<file path="config.mk">
export PLATFORM = sky130hd
export DESIGN_NAME = ym_reg_writer
export DESIGN_NICKNAME = d
export VERILOG_FILES = /design/src/rtl/ym_reg_writer.sv
export SDC_FILE = /design/constraint.sdc
export NUM_CORES = 1
export LEC_CHECK = 0
export BUFFER_PORTS_ARGS = -buffer_cell sky130_fd_sc_hd__buf_2
export CORE_MARGIN = 3
export CORE_UTILIZATION = 60
export CTS_CLUSTER_SIZE = 20
export DETAILED_ROUTE_END_ITERATION = 10
export PLACE_DENSITY = 0.83
export SYNTH_ARGS = -nofsm -noshare
export SYNTH_HDL_FRONTEND = slang
export SYNTH_SLANG_ARGS = --single-unit
</file>
<file path="constraint.sdc">
create_clock -name CLK -period 8.4 [get_ports CLK]
set_input_delay 2.52 -clock CLK [delete_from_list [all_inputs] [get_ports CLK]]
set_output_delay 2.52 -clock CLK [all_outputs]
set_load 0.01 [all_outputs]
</file>
<file path="src/rtl/ym_reg_writer.sv">
// ============================================================================
//  Module   : ym_reg_writer
//  Purpose  : Queued CPU-side register writer for YM2203 (addr/data phases + busy poll)
//  Revision : 1.0 - initial release
// ============================================================================
`default_nettype none

module ym_reg_writer #(
    parameter int DEPTH    = 16,
    parameter int POLL_EN  = 1,
    parameter int SETTLE   = 1,
    parameter int POLL_MAX = 255
) (
    input  logic                       CLK,
    input  logic                       RESET,
    input  logic                       CE_CPU,
    input  logic                       IN_VALID,
    output logic                       IN_READY,
    input  logic                       IN_CHIP,
    input  logic [7:0]                 IN_REG,
    input  logic [7:0]                 IN_DATA,
    output logic                       YM_SEL,
    output logic                       YM_A0,
    output logic                       YM_WE,
    output logic [7:0]                 YM_DO,
    input  logic [7:0]                 YM_DI,
    output logic [$clog2(DEPTH):0]     LEVEL,
    output logic                       BUSY,
    output logic                       TIMEOUT
);

    localparam int                c_AW       = $clog2(DEPTH);
    localparam int                c_LW       = c_AW + 1;
    localparam logic [c_LW-1:0]   c_FULL     = c_LW'(DEPTH);
    localparam logic [7:0]        c_SETTLE   = 8'(SETTLE);
    localparam logic [7:0]        c_POLL_MAX = 8'(POLL_MAX);

    typedef enum logic [1:0] {S_IDLE, S_ADDR, S_DATA, S_POLL} state_t;

    // Request FIFO: {chip, reg, data}
    logic [16:0]     r_mem [DEPTH];
    logic [c_AW-1:0] r_wp, r_rp;
    logic [c_LW-1:0] r_level;
    logic            w_push, w_pop, w_ready;
    logic [16:0]     w_head;

    state_t          r_state, w_state_nx;
    logic            r_sel, r_a0, r_we, r_to;
    logic [7:0]      r_do, r_reg, r_dat, r_cnt, r_set;
    logic            w_sel_nx, w_a0_nx, w_we_nx, w_to_nx;
    logic [7:0]      w_do_nx, w_reg_nx, w_dat_nx, w_cnt_nx, w_set_nx;
    logic            w_fm;
    logic            w_unused_di;

    assign w_ready     = (r_level != c_FULL);
    assign w_push      = IN_VALID & w_ready;
    assign w_head      = r_mem[r_rp];
    assign w_unused_di = ^YM_DI[6:0];

    always_ff @(posedge CLK) begin
        if (w_push) begin
            r_mem[r_wp] <= {IN_CHIP, IN_REG, IN_DATA};
        end
    end

    always_ff @(posedge CLK) begin
        if (RESET) begin
            r_wp    <= '0;
            r_rp    <= '0;
            r_level <= '0;
        end else begin
            if (w_push) r_wp <= r_wp + 1'b1;
            if (w_pop)  r_rp <= r_rp + 1'b1;
            case ({w_push, w_pop})
                2'b10:   r_level <= r_level + 1'b1;
                2'b01:   r_level <= r_level - 1'b1;
                default: r_level <= r_level;
            endcase
        end
    end

    // Timer/prescaler registers 2D..2F never raise the busy flag.
    assign w_fm = (POLL_EN != 0) && (r_reg >= 8'h10) &&
                  !((r_reg >= 8'h2D) && (r_reg <= 8'h2F));

    always_comb begin
        w_state_nx = r_state;
        w_sel_nx   = r_sel;
        w_a0_nx    = r_a0;
        w_we_nx    = r_we;
        w_do_nx    = r_do;
        w_reg_nx   = r_reg;
        w_dat_nx   = r_dat;
        w_cnt_nx   = r_cnt;
        w_set_nx   = r_set;
        w_to_nx    = r_to;
        w_pop      = 1'b0;
        if (CE_CPU) begin
            case (r_state)
                S_IDLE: begin
                    if (r_level != '0) begin
                        w_pop      = 1'b1;
                        w_sel_nx   = w_head[16];
                        w_reg_nx   = w_head[15:8];
                        w_dat_nx   = w_head[7:0];
                        w_a0_nx    = 1'b0;
                        w_we_nx    = 1'b1;
                        w_do_nx    = w_head[15:8];
                        w_state_nx = S_ADDR;
                    end
                end
                S_ADDR: begin
                    w_a0_nx    = 1'b1;
                    w_we_nx    = 1'b1;
                    w_do_nx    = r_dat;
                    w_state_nx = S_DATA;
                end
                S_DATA: begin
                    w_we_nx = 1'b0;
                    if (w_fm) begin
                        w_a0_nx    = 1'b0;
                        w_cnt_nx   = '0;
                        w_set_nx   = '0;
                        w_state_nx = S_POLL;
                    end else begin
                        w_a0_nx    = 1'b1;
                        w_state_nx = S_IDLE;
                    end
                end
                S_POLL: begin
                    if (r_set < c_SETTLE) begin
                        w_set_nx = r_set + 8'd1;
                    end else if (!YM_DI[7]) begin
                        w_a0_nx    = 1'b1;
                        w_state_nx = S_IDLE;
                    end else if ((r_cnt + 8'd1) == c_POLL_MAX) begin
                        w_to_nx    = 1'b1;
                        w_a0_nx    = 1'b1;
                        w_state_nx = S_IDLE;
                    end else begin
                        w_cnt_nx = r_cnt + 8'd1;
                    end
                end
                default: begin
                    w_a0_nx    = 1'b1;
                    w_we_nx    = 1'b0;
                    w_state_nx = S_IDLE;
                end
            endcase
        end
    end

    always_ff @(posedge CLK) begin
        if (RESET) begin
            r_state <= S_IDLE;
            r_sel   <= 1'b0;
            r_a0    <= 1'b1;
            r_we    <= 1'b0;
            r_do    <= '0;
            r_reg   <= '0;
            r_dat   <= '0;
            r_cnt   <= '0;
            r_set   <= '0;
            r_to    <= 1'b0;
        end else begin
            r_state <= w_state_nx;
            r_sel   <= w_sel_nx;
            r_a0    <= w_a0_nx;
            r_we    <= w_we_nx;
            r_do    <= w_do_nx;
            r_reg   <= w_reg_nx;
            r_dat   <= w_dat_nx;
            r_cnt   <= w_cnt_nx;
            r_set   <= w_set_nx;
            r_to    <= w_to_nx;
        end
    end

    assign IN_READY = w_ready;
    assign YM_SEL   = r_sel;
    assign YM_A0    = r_a0;
    assign YM_WE    = r_we;
    assign YM_DO    = r_do;
    assign LEVEL    = r_level;
    assign BUSY     = (r_state != S_IDLE) || (r_level != '0);
    assign TIMEOUT  = r_to;

endmodule

`default_nettype wire

</file>
## Word-level counts from Yosys, hierarchy flattened

Memories as Yosys holds them, arrays and structs flattened. A register that Yosys moved wholly into a read port is not among the register bits.
Index checks and enable logic that the tools add are counted.

| word-level totals | value |
|---|---|
| output and inout port bits | 19 |
| bits in writable memories | 272 |
| memories | 1 |
| register bits after elaboration | 59 |
| word-level logic and storage cells | 89 |
| input port bits | 29 |

| operators by class | value |
|---|---|
| bitwise operators | 2 |
| order comparisons | 4 |
| multiplexer cells | 31 |
| equality and inequality tests | 14 |
| reduce and logical (&&, ||, !) cells | 18 |
| add/sub/neg operators | 6 |

Memories:

| memory | depth | bits a word | read ports | clocked after Yosys merged registers in | write ports | RTL line | text |
|---|---|---|---|---|---|---|---|
| r_mem | 16 | 17 | 1 | 1 | 1 | 41 | `logic [16:0] r_mem [DEPTH];` |

Operators by type and width:

| cell | count |
|---|---|
| $mux W8 | 6 |
| $pmux W8 S2 | 3 |
| $add A8 B1 Y8 const B | 2 |
| $ne A2 B2 Y1 const B | 6 |
| $mux W1 | 11 |
| $mux W2 | 5 |
| $pmux W5 S2 | 1 |
| $reduce_and A3 Y1 | 3 |
| $add A4 B1 Y4 const B | 2 |
| $eq A8 B8 Y1 const B | 1 |
| $ge A8 B5 Y1 const B | 1 |
| $ge A8 B6 Y1 const B | 1 |
| $le A8 B6 Y1 const B | 1 |
| $lt A8 B1 Y1 const B | 1 |
| $mux W4 | 2 |
| $pmux W2 S4 | 1 |
| $reduce_and A4 Y1 | 2 |
| $reduce_bool A2 Y1 | 4 |
| $eq A2 B2 Y1 const B | 3 |
| $reduce_and A6 Y1 | 1 |
| $add A5 B1 Y5 const B | 1 |
| $ne A5 B5 Y1 const B | 1 |
| $reduce_and A5 Y1 | 1 |
| $reduce_bool A5 Y1 | 1 |
| 12 further kinds | 14 |

## Logic depth before layout (Yosys ltp)

Gate-level depths: netlist of the first run.

| depth | value |
|---|---|
| word-level depth | 6 |
| mapped depth | 14 |

## Worst setup path after synthesis of the first run

No wires, ideal clock.

| timing path | value |
|---|---|
| path type | input to register |
| start point | in CE_CPU |
| end point | reg r_level[4], in the netlist LEVEL[4] |
| buffers on the path | 4 |
| required time | 8.273 ns |
| setup slack | 3.072 ns |
| stages on the path | 14 |
| data arrival time | 5.201 ns |
| cell sequence | clkbuf_1 -> nor3b_1 -> o21ai_1 -> buf_2 -> inv_2 -> clkbuf_1 -> ha_1 -> clkbuf_1 -> xor2_1 -> ha_1 -> a21o_1 -> a31oi_1 -> nor3_1 -> or3b_1 |

| between the ends | value |
|---|---|
| cells in the longest elaborated chain, start to end | 3 |
| elaborated cells between the ends (all ways) | 5 |
| classes of those cells | eq/ne: 2; mux: 2; reduce/logical: 1 |

RTL lines:

| item | RTL line | text |
|---|---|---|
| from (decl) | 16 | `input logic CE_CPU,` |
| $mux W1 (*) | 98 | `if (CE_CPU) begin` |
| via w_pop | 44 | `logic w_push, w_pop, w_ready;` |
| $eq A2 B1 Y1 or $eq A2 B2 Y1 (tied branches) | 74 | `case ({w_push, w_pop})` |
| $pmux W5 S2 or $reduce_bool A2 Y1 (tied branches) | -- |  |
| to (signal assigned) | 75 | `2'b10: r_level <= r_level + 1'b1;` |
| to (signal assigned) | 76 | `2'b01: r_level <= r_level - 1'b1;` |
| to (signal assigned) | 77 | `default: r_level <= r_level;` |
| to (decl) | 43 | `logic [c_LW-1:0] r_level;` |

The timed path passes the listed nets; every way through them passes the cells marked *.
A chain may end at the register's enable or synchronous reset.

## Final worst setup path of the first run

| timing path | value |
|---|---|
| start point | in IN_VALID |
| end point | mem r_mem[0][2] (enable) |

| between the ends | value |
|---|---|
| cells in the longest elaborated chain, start to end | 3 |

RTL lines:

| item | RTL line | text |
|---|---|---|
| from (decl) | 17 | `input logic IN_VALID,` |
| $and A1 B1 Y1 | 56 | `assign w_push = IN_VALID & w_ready;` |
| $mux W1 | 61 | `if (w_push) begin` |
| $mux W1 (implied by the code) | 62 | `r_mem[r_wp] <= {IN_CHIP, IN_REG, IN_DATA};` |
| to (decl) | 41 |  |

Every way passes these cells.

==> results.py, run 1 <==
metrics = {
    "drt": {
        "drc_errors": 0,
        "ant_nets": 0,
        "vias": 7205,
        "via_per_inst": 6.59,
        "dr.pass1.iters": 7,
        "wl_um": 28900,
        "drt_iter0_drc": 741,
        "routedWlPerCell_um": 26.4,
    },
    "clocking": {
        "cts-resized-gates": 0,
        "cts_tree": "done",
        "clockBufferDepth": 3,
        "path_clk_slew_ns": 0.06,
        "cts.sinks": 335,
        "cts_inserted_buffers": 31,
        "clkLatencyLatePin_ns": 0.57,
        "cts_setup_buffers": 0,
        "cts-root-buf": "clkbuf_16",
        "cts_hold_buf": 0,
        "htreeDepth": 1,
    },
    "synth": {
        "syn-num-nets": 787,
        "async_flop_share_pct": 0,
        "syn_area_per_cell_um2": 17.7,
        "ys_seq_area_share_pct": 71.3,
        "synth_area_leaders": "edfxtp_1, mux4_2, dfxtp_1, nor2_1, nand2_1",
        "synth_area_leader_cell": "edfxtp_1",
        "synthFlopType": "edfxtp_1",
        "synth_edf_count": 272,
        "synth_cell_types": 55,
        "synth_cells": 746,
        "yosysWarnings": 0,
        "netlist.area_leader.share_pct": 61.8,
        "synth_seq_cells": 335,
        "syn_area_um2": 13200,
    },
    "job": {
        "max-cap-violations": 0,
    },
    "worst_setup_path": {
        "arrival_ns": 5.19,
        "r2r_slack_ns": 4.84,
        "crit-reg2reg-launch": "LEVEL[2]",
        "crit_path_max_incr_delay_ns": 0.92,
        "worst-path-max-fanout": 12,
        "worstSetupEndpointType": "flip-flop",
        "endpoint": "r_mem[0][2]",
        "path_class": "in2reg",
        "slowest_stage": "nor3_2",
        "worstReg2RegEnd": "r_mem[0][2]",
        "path_cells": "buf_2 > a21boi_1 > nand2_1 > nor3_2 > buf_4",
        "cp.required_ns": 8.65,
        "reg2reg_depth": 5,
        "crit_path_start_kind": "input pin",
        "startpoint": "IN_VALID",
    },
    "timing": {
        "worstMarginPinSlew_ns": 1.28,
        "setup_tns_ns": 0,
        "finalClockSkew_ns": 0.0106,
        "rsz0062_at_grt": "no",
        "max_slew_margin_pct": 14.8,
        "slew_violations": 0,
        "max_freq_ghz": 0.203,
        "period_share_pct": 58.7,
        "setup_viol": 0,
        "finalWorstSetupSlack_ns": 3.47,
        "min_period_ns": 4.93,
        "hold_violations": 0,
    },
    "global_route": {
        "track_usage_pct": 24.9,
        "grt_pass1_wl_um": 44600,
        "antenna_found_initial": 2,
        "overflow": 0,
        "grt_max_degree": 69,
        "first_global_vias": 7415,
    },
    "placed_design": {
        "portBuffers": 40,
        "place_congestion": 0.777,
        "dpl.hpwl_um": 16500,
        "dpl_worst_slack_ns": 2.95,
        "dp_cells": 1035,
    },
    "die": {
        "start_util_pct": 61.9,
        "fp.dieArea_um2": 23900,
        "rows": 53,
        "die_w_um": 154,
        "boundaryPins": 48,
        "die_h_um": 154,
        "core_um2": 21400,
    },
    "layout": {
        "fill_cells": 1258,
        "drive_gt1_share_pct": 26.2,
        "multi_input_area_um2": 3610,
        "area_growth_pct": 11.3,
        "final_cell_mix": "edfxtp_1, mux4_2, dfxtp_1",
        "postLayoutCoreUtil_pct": 68.9,
        "final-seq-area_um2": 9430,
        "final_nets": 834,
        "final_common_cell": "edfxtp_1",
        "instances_no_fill": 1094,
        "largest_reg_flops": 272,
        "regMostFlops": "r_mem",
    },
    "status": {
        "status": "complete, no violations",
    },
    "power": {
        "ir_drop_v": 0.000177,
        "power_per_cell_area_nw_per_um2": 289,
        "power_leakage_uw": 0.00475,
    },
    "hold_path": {
        "hold-path-cell-count": 2,
        "hold_class": "reg2reg",
    },
}
## synthesized netlist by cell type (all sizes together) (4+ instances only)
| library cell | count |
|---|---|
| a2111oi | 10 |
| a21oi | 28 |
| a31oi | 15 |
| and2 | 6 |
| buf | 22 |
| clkbuf | 22 |
| dfxtp | 63 |
| edfxtp | 272 |
| ha | 12 |
| inv | 9 |
| mux4 | 85 |
| nand2 | 50 |
| nand2b | 4 |
| nand4 | 5 |
| nor2 | 58 |
| nor2b | 4 |
| nor3 | 11 |
| o21ai | 11 |
| or3 | 7 |
| xnor2 | 5 |
| xor2 | 7 |
## how the worst min path moves through the flow
stage	slack (ns)	end	startpoint
2_1_floorplan	0.43	r_set[4]	r_set[4]
3_3_place_gp	0.44	r_reg[7]	r_reg[7]
3_5_place_dp	0.45	r_reg[4]	r_reg[4]
4_1_cts	0.46	r_reg[4]	r_reg[4]
5_1_grt	0.48	r_reg[7]	r_reg[7]
6_report	0.46	r_reg[4]	r_reg[4]
## cell type report
class	instances	area share, %
tap	275	2.34
clock inverter	14	0.672
timing repair buffer	58	2.28
sequential	335	64.1
inverter	10	0.255
clock buffer	44	5.81
multi-input combinational	357	24.5
antenna	1	0.0170
## worst max-delay path, delay by kind of cell
| kind | cells | cell delay (ns) |
|---|---|---|
| and+or+nand+nor | 2 | 1.31 |
| AOI/OAI and AO/OA | 1 | 0.87 |
| buffers and inverters | 2 | 0.48 |
## cell families (layout without fill, tap and decap cells)
logic type | Yosys count | in the layout | share of synthesized area [%]
AO/OA/AOI/OAI | 81 | 81 | 4.37
XOR/XNOR | 12 | 12 | 0.795
adder cells (fa/ha/maj) | 12 | 12 | 1.14
buffers and inverters | 54 | 126 | 1.78
flip-flops | 335 | 335 | 71.3
multiplexers | 89 | 89 | 14.8
other | 0 | 1 | 0
AND/OR/NAND/NOR | 163 | 163 | 5.79
## power breakdown
part           total (µW)  leakage (µW)  switching [µW]  internal [µW]
logic                 909       0.00131             483            427
clock network        1320      0.000465             578            738
registers            2020       0.00297             113           1910
## stage by stage
| stage | cell area (µm²) | hold slack, ns | power [µW] |
|---|---|---|---|
| final | 14700 | 0.460 | 4250 |
| after global routing | 14700 | 0.479 | 4410 |
| after CTS | 14700 | 0.458 | 4270 |
| after detailed placement | 13800 | 0.449 | 2950 |
| after global placement | 13800 | 0.442 | 2890 |
| after floorplan | 13200 | 0.431 | 2700 |
## per-layer routing
metal	vias to the layer above	wire length, µm	global-route usage [%]
met5	-	7	0
met4	2	1270	10.9
met3	99	2470	4.53
met2	444	14700	41.3
met1	3595	10500	32.9
li1	3065	-	-
No activity file was read; power rests on OpenSTA's default activity.
==> inputs of run 2 (changes only) <==
Settings changed: CORE_UTILIZATION 60 to 55, PLACE_DENSITY 0.83 to 0.8.
Clock period 8.4 ns to 4.3 ns, I/O delays scaled along.
==> run 2 against run 1 <==
Compared with the run above:
- design area is 1.5% higher
- sequential share of layout area is 0.95 points lower
- critical endpoint is now BUSY
- largest cell class unchanged
- register-to-register slack worse by 3.4 ns
- worst hold slack hardly changed
- sequential power is 98% higher
- combinational power is 91% higher
- worst setup slack worse by 2.7 ns
- clock skew is 0.0051 ns higher
- wire length hardly changed
- utilization is 5.5 points lower
- power is 99% higher
==> results.py, run 2 (synthesis results as in run 1) <==
metrics = {
    "status": {
        "status": "complete, no violations",
    },
    "clocking": {
        "cts-resized-gates": 0,
        "clockBufferDepth": 3,
        "path_clk_slew_ns": 0.06,
        "cts_setup_buffers": 0,
        "cts.sinks": 335,
        "clkLatencyLatePin_ns": 0.52,
        "cts_inserted_buffers": 34,
        "cts-root-buf": "clkbuf_16",
        "cts_tree": "done",
        "htreeDepth": 2,
        "cts_hold_buf": 0,
    },
    "layout": {
        "regMostFlops": "r_mem",
        "final_nets": 847,
        "final_cell_mix": "edfxtp_1, mux4_2, dfxtp_1",
        "postLayoutCoreUtil_pct": 63.5,
        "largest_reg_flops": 272,
        "drive_gt1_share_pct": 28.1,
        "area_growth_pct": 13.0,
        "fill_cells": 1548,
        "final_common_cell": "edfxtp_1",
    },
    "hold_path": {
        "hold-path-cell-count": 2,
        "hold_class": "reg2reg",
    },
    "global_route": {
        "met2_usage_pct": 38.1,
        "met3_usage_pct": 5.18,
        "overflow": 0,
        "top_usage_layer": "met2",
        "met1_usage_pct": 28.8,
        "track_usage_pct": 22.6,
        "grt_max_degree": 69,
        "first_global_vias": 7253,
        "antenna_found_initial": 0,
        "grt_pass1_wl_um": 43600,
    },
    "timing": {
        "worstMarginPinSlew_ns": 1.21,
        "slew_violations": 0,
        "setup_tns_ns": 0,
        "max_slew_margin_pct": 19.3,
        "hold_violations": 0,
        "period_share_pct": 81.2,
        "min_period_ns": 3.49,
        "finalClockSkew_ns": 0.0157,
        "rsz0062_at_grt": "no",
        "setup_viol": 0,
        "max_freq_ghz": 0.286,
    },
    "job": {
        "max-cap-violations": 0,
    },
    "worst_setup_path": {
        "crit_path_start_kind": "flip-flop",
        "arrival_ns": 2.20,
        "worst-path-stages": 4,
        "cp_top_family": "simple AND/OR/NAND/NOR gates",
        "path_cells": "or4_4 > or3_1 > or2_1 > buf_2",
        "path_class": "reg2out",
        "reg2reg_depth": 10,
        "cp.required_ns": 3.01,
        "crit_buf_inv": 1,
        "slowest_stage": "or4_4",
        "worst-path-max-fanout": 9,
        "crit_path_max_incr_delay_ns": 0.58,
        "worstSetupEndpointType": "output pin",
    },
    "drt": {
        "drc_errors": 0,
        "ant_nets": 0,
        "via_per_inst": 6.25,
        "vias": 7188,
        "wl_um": 28900,
        "dr.pass1.iters": 5,
        "drt_iter0_drc": 923,
        "routedWlPerCell_um": 25.1,
    },
    "die": {
        "die_w_um": 161,
        "fp.dieArea_um2": 25900,
        "boundaryPins": 48,
        "core_um2": 23500,
        "die_h_um": 161,
        "start_util_pct": 56.2,
        "rows": 56,
    },
    "placed_design": {
        "place_congestion": 0.803,
        "dpl.hpwl_um": 16500,
        "portBuffers": 40,
    },
    "power": {
        "power_leakage_uw": 0.00483,
        "ir_drop_v": 0.000266,
        "power_per_cell_area_nw_per_um2": 566,
    },
}
[run 2: layout make-up]
class                           count  area, µm²  share of cell area [%]
Multi-Input combinational cell    357       3600                    24.1
Clock inverter                     17        113                   0.754
Inverter                           10       37.5                   0.251
Timing Repair Buffer               68        410                    2.75
Tap cell                          319        399                    2.67
Antenna cell                        1       2.50                  0.0168
Sequential cell                   335       9430                    63.2
Clock buffer                       43        937                    6.27
[run 2: worst paths after layout]
kind,start,to,slack (ns)
max,LEVEL[1],BUSY,0.81
min,r_dat[5],r_dat[5],0.46
max reg2reg,LEVEL[1],LEVEL[4],1.41
min reg2reg,r_dat[5],r_dat[5],0.46
[run 2: power breakdown]
part / internal, µW / leakage (µW) / switching, µW
clock network: 1550 / 0.000498 / 1180
logic: 844 / 0.00137 / 897
registers: 3730 / 0.00297 / 258
total: 6130 / 0.00483 / 2330
[run 2: worst min-delay path, stage by stage, from the launching register on]
cell     delay (ns)
dfxtp_1        0.31
nand2_1        0.05
a21oi_1        0.05
[run 2: routing by layer]
layer	vias to the layer above	share of wire (%)
li1	3087	-
met3	81	7.4
met5	-	0
met1	3676	38
met4	0	3.8
met2	344	51
[run 2: stage by stage]
stage	std cells	hold WS, ns	setup WS [ns]	area (µm²)	power [µW]
after floorplan	746	0.431	0.202	13200	5280
after global placement	1089	0.444	0.712	13900	5680
after detailed placement	1089	0.450	0.560	13900	5780
after CTS	1149	0.461	0.791	14900	8520
after global routing	1149	0.483	0.739	14900	8810
final	1150	0.461	0.808	14900	8460
==> inputs of run 3 (changes only) <==
Clock period 4.3 ns to 3.1 ns, I/O delays scaled along.
==> run 3 against run 2 <==
Compared with the run above:
- die area unchanged
- combinational power is 49% higher
- sequential cell count is the same
- sequential share of layout area down 0.57 points
- sequential power grew 36%
- first-iteration DRC count down 14%
- design area grew 0.93%
- power increased by 43%
- global-route usage fell by 0.36 points
- non-clock buffer count grew 5
- utilization rose by 0.59 points
- clock power up 48%
- critical path type unchanged
- largest cell class unchanged
==> results.py, run 3 (synthesis results as in run 1) <==
metrics = {
    "layout": {
        "final_common_cell": "edfxtp_1",
        "fill_cells": 1590,
        "drive_gt1_share_pct": 28.3,
        "area_growth_pct": 14.0,
        "final_cell_mix": "edfxtp_1, mux4_2, dfxtp_1",
        "regMostFlops": "r_mem",
        "largest_reg_flops": 272,
        "final_nets": 852,
        "stdcell_area_um2": 15100,
    },
    "timing": {
        "setup_viol": 0,
        "worstMarginPinSlew_ns": 0.760,
        "max_freq_ghz": 0.331,
        "finalClockSkew_ns": 0.0167,
        "rsz0062_at_grt": "no",
        "period_share_pct": 97.5,
        "min_period_ns": 3.02,
        "slew_violations": 0,
        "hold_violations": 0,
        "setup_tns_ns": 0,
        "max_slew_margin_pct": 49.0,
    },
    "drt": {
        "drt_iter0_drc": 798,
        "dr.pass1.iters": 5,
        "drc_errors": 0,
        "wl_um": 28300,
        "routedWlPerCell_um": 24.5,
        "ant_nets": 0,
        "via_per_inst": 6.28,
        "vias": 7242,
    },
    "clocking": {
        "cts_inserted_buffers": 34,
        "clockBufferDepth": 3,
        "cts-root-buf": "clkbuf_16",
        "cts.sinks": 335,
        "clkLatencyLatePin_ns": 0.52,
        "cts_hold_buf": 0,
        "path_clk_slew_ns": 0.06,
        "htreeDepth": 2,
        "cts_tree": "done",
    },
    "die": {
        "boundaryPins": 48,
        "core_um2": 23500,
        "die_h_um": 161,
        "start_util_pct": 56.2,
        "die_w_um": 161,
        "rows": 56,
        "fp.dieArea_um2": 25900,
    },
    "power": {
        "power_leakage_uw": 0.00491,
        "ir_drop_v": 0.000598,
        "power_per_cell_area_nw_per_um2": 800,
    },
    "global_route": {
        "overflow": 0,
        "grt_pass1_wl_um": 43000,
        "first_global_vias": 7337,
        "met3_usage_pct": 3.74,
        "track_usage_pct": 22.3,
        "top_usage_layer": "met2",
        "met2_usage_pct": 38.4,
        "antenna_found_initial": 3,
        "met1_usage_pct": 29.0,
        "grt_max_degree": 69,
    },
    "hold_path": {
        "hold_class": "reg2reg",
    },
    "worst_setup_path": {
        "cp.required_ns": 2.17,
        "worstSetupEndpointType": "output pin",
        "r2r_slack_ns": 0.24,
        "worst-path-max-fanout": 3,
        "crit_path_start_kind": "flip-flop",
        "arrival_ns": 2.09,
        "path_class": "reg2out",
    },
    "placed_design": {
        "place_congestion": 0.817,
        "dpl_cell_area_um2": 14000,
        "dpl.hpwl_um": 15900,
        "portBuffers": 40,
    },
    "job": {
        "max-cap-violations": 0,
    },
    "status": {
        "status": "complete, no violations",
    },
}
run 3: cell types whose count changed in the layout (fill, tap and decap cells not counted), moves of 2 or more:
cell,delta
clkinv_1,+2
clkinv_2,-3
clkinvlp_2,-2
bufinv_16,+4
clkinvlp_4,-4
buf_12,+2
buf_4,+3
run 3: layer usage:
layer  vias to the layer above  part of all wire [%]
met5                         -                 0.046
met4                         2                   2.9
met3                        72                   7.0
met2                       341                    52
met1                      3734                    38
li1                       3093                     -
run 3: per-stage QoR:
stage / cells / hold WS [ns] / power [µW] / setup slack (ns) / util (%)
2_1_floorplan: 746 / 0.431 / 7360 / -0.100 / -
3_3_place_gp: 1094 / 0.443 / 7950 / 0.157 / 59.3
3_5_place_dp: 1094 / 0.455 / 8090 / 0.0537 / 59.3
4_1_cts: 1152 / 0.466 / 12100 / 0.0482 / 64.0
5_1_grt: 1154 / 0.479 / 12600 / 0.0118 / 64.0
6_report: 1154 / 0.465 / 12100 / 0.0766 / 64.0
run 3: timing repair:
action                                  4_1_cts  5_1_grt
endpoints found under the hold margin         0        0
gates cloned                                  0        0
buffers inserted                              0        0
pin swaps                                     1        0
resized for setup                             0        1
endpoints found under the setup margin        1        1
run 3: critical path: stages (launching register included):
cell	delay (ns)
dfxtp_1	0.32
or4_4	0.57
or3_1	0.35
or2_1	0.21
buf_2	0.13
run 3: area by class of cell:
cell class / count / area [µm²] / share of cell area (%)
Clock buffer: 44 / 923 / 6.12
Multi-Input combinational cell: 357 / 3620 / 24.0
Tap cell: 319 / 399 / 2.65
Inverter: 10 / 37.5 / 0.249
Timing Repair Buffer: 73 / 473 / 3.14
Antenna cell: 2 / 5.00 / 0.0332
Clock inverter: 14 / 185 / 1.23
Sequential cell: 335 / 9440 / 62.6
run 3: report_power, final:
| part | total [µW] | leakage, µW | switching, µW | internal (µW) |
|---|---|---|---|---|
| Clock | 4040 | 0.000539 | 1600 | 2440 |
| Sequential | 5420 | 0.00297 | 246 | 5170 |
| Combinational | 2600 | 0.00140 | 1360 | 1240 |
run 3: final timing paths:
kind         startpoint  endpoint  cells after the start
max            LEVEL[2]      BUSY                      4
max reg2reg    LEVEL[2]  LEVEL[4]                     10
min reg2reg    r_reg[4]  r_reg[4]                      2
min            r_reg[4]  r_reg[4]                      2
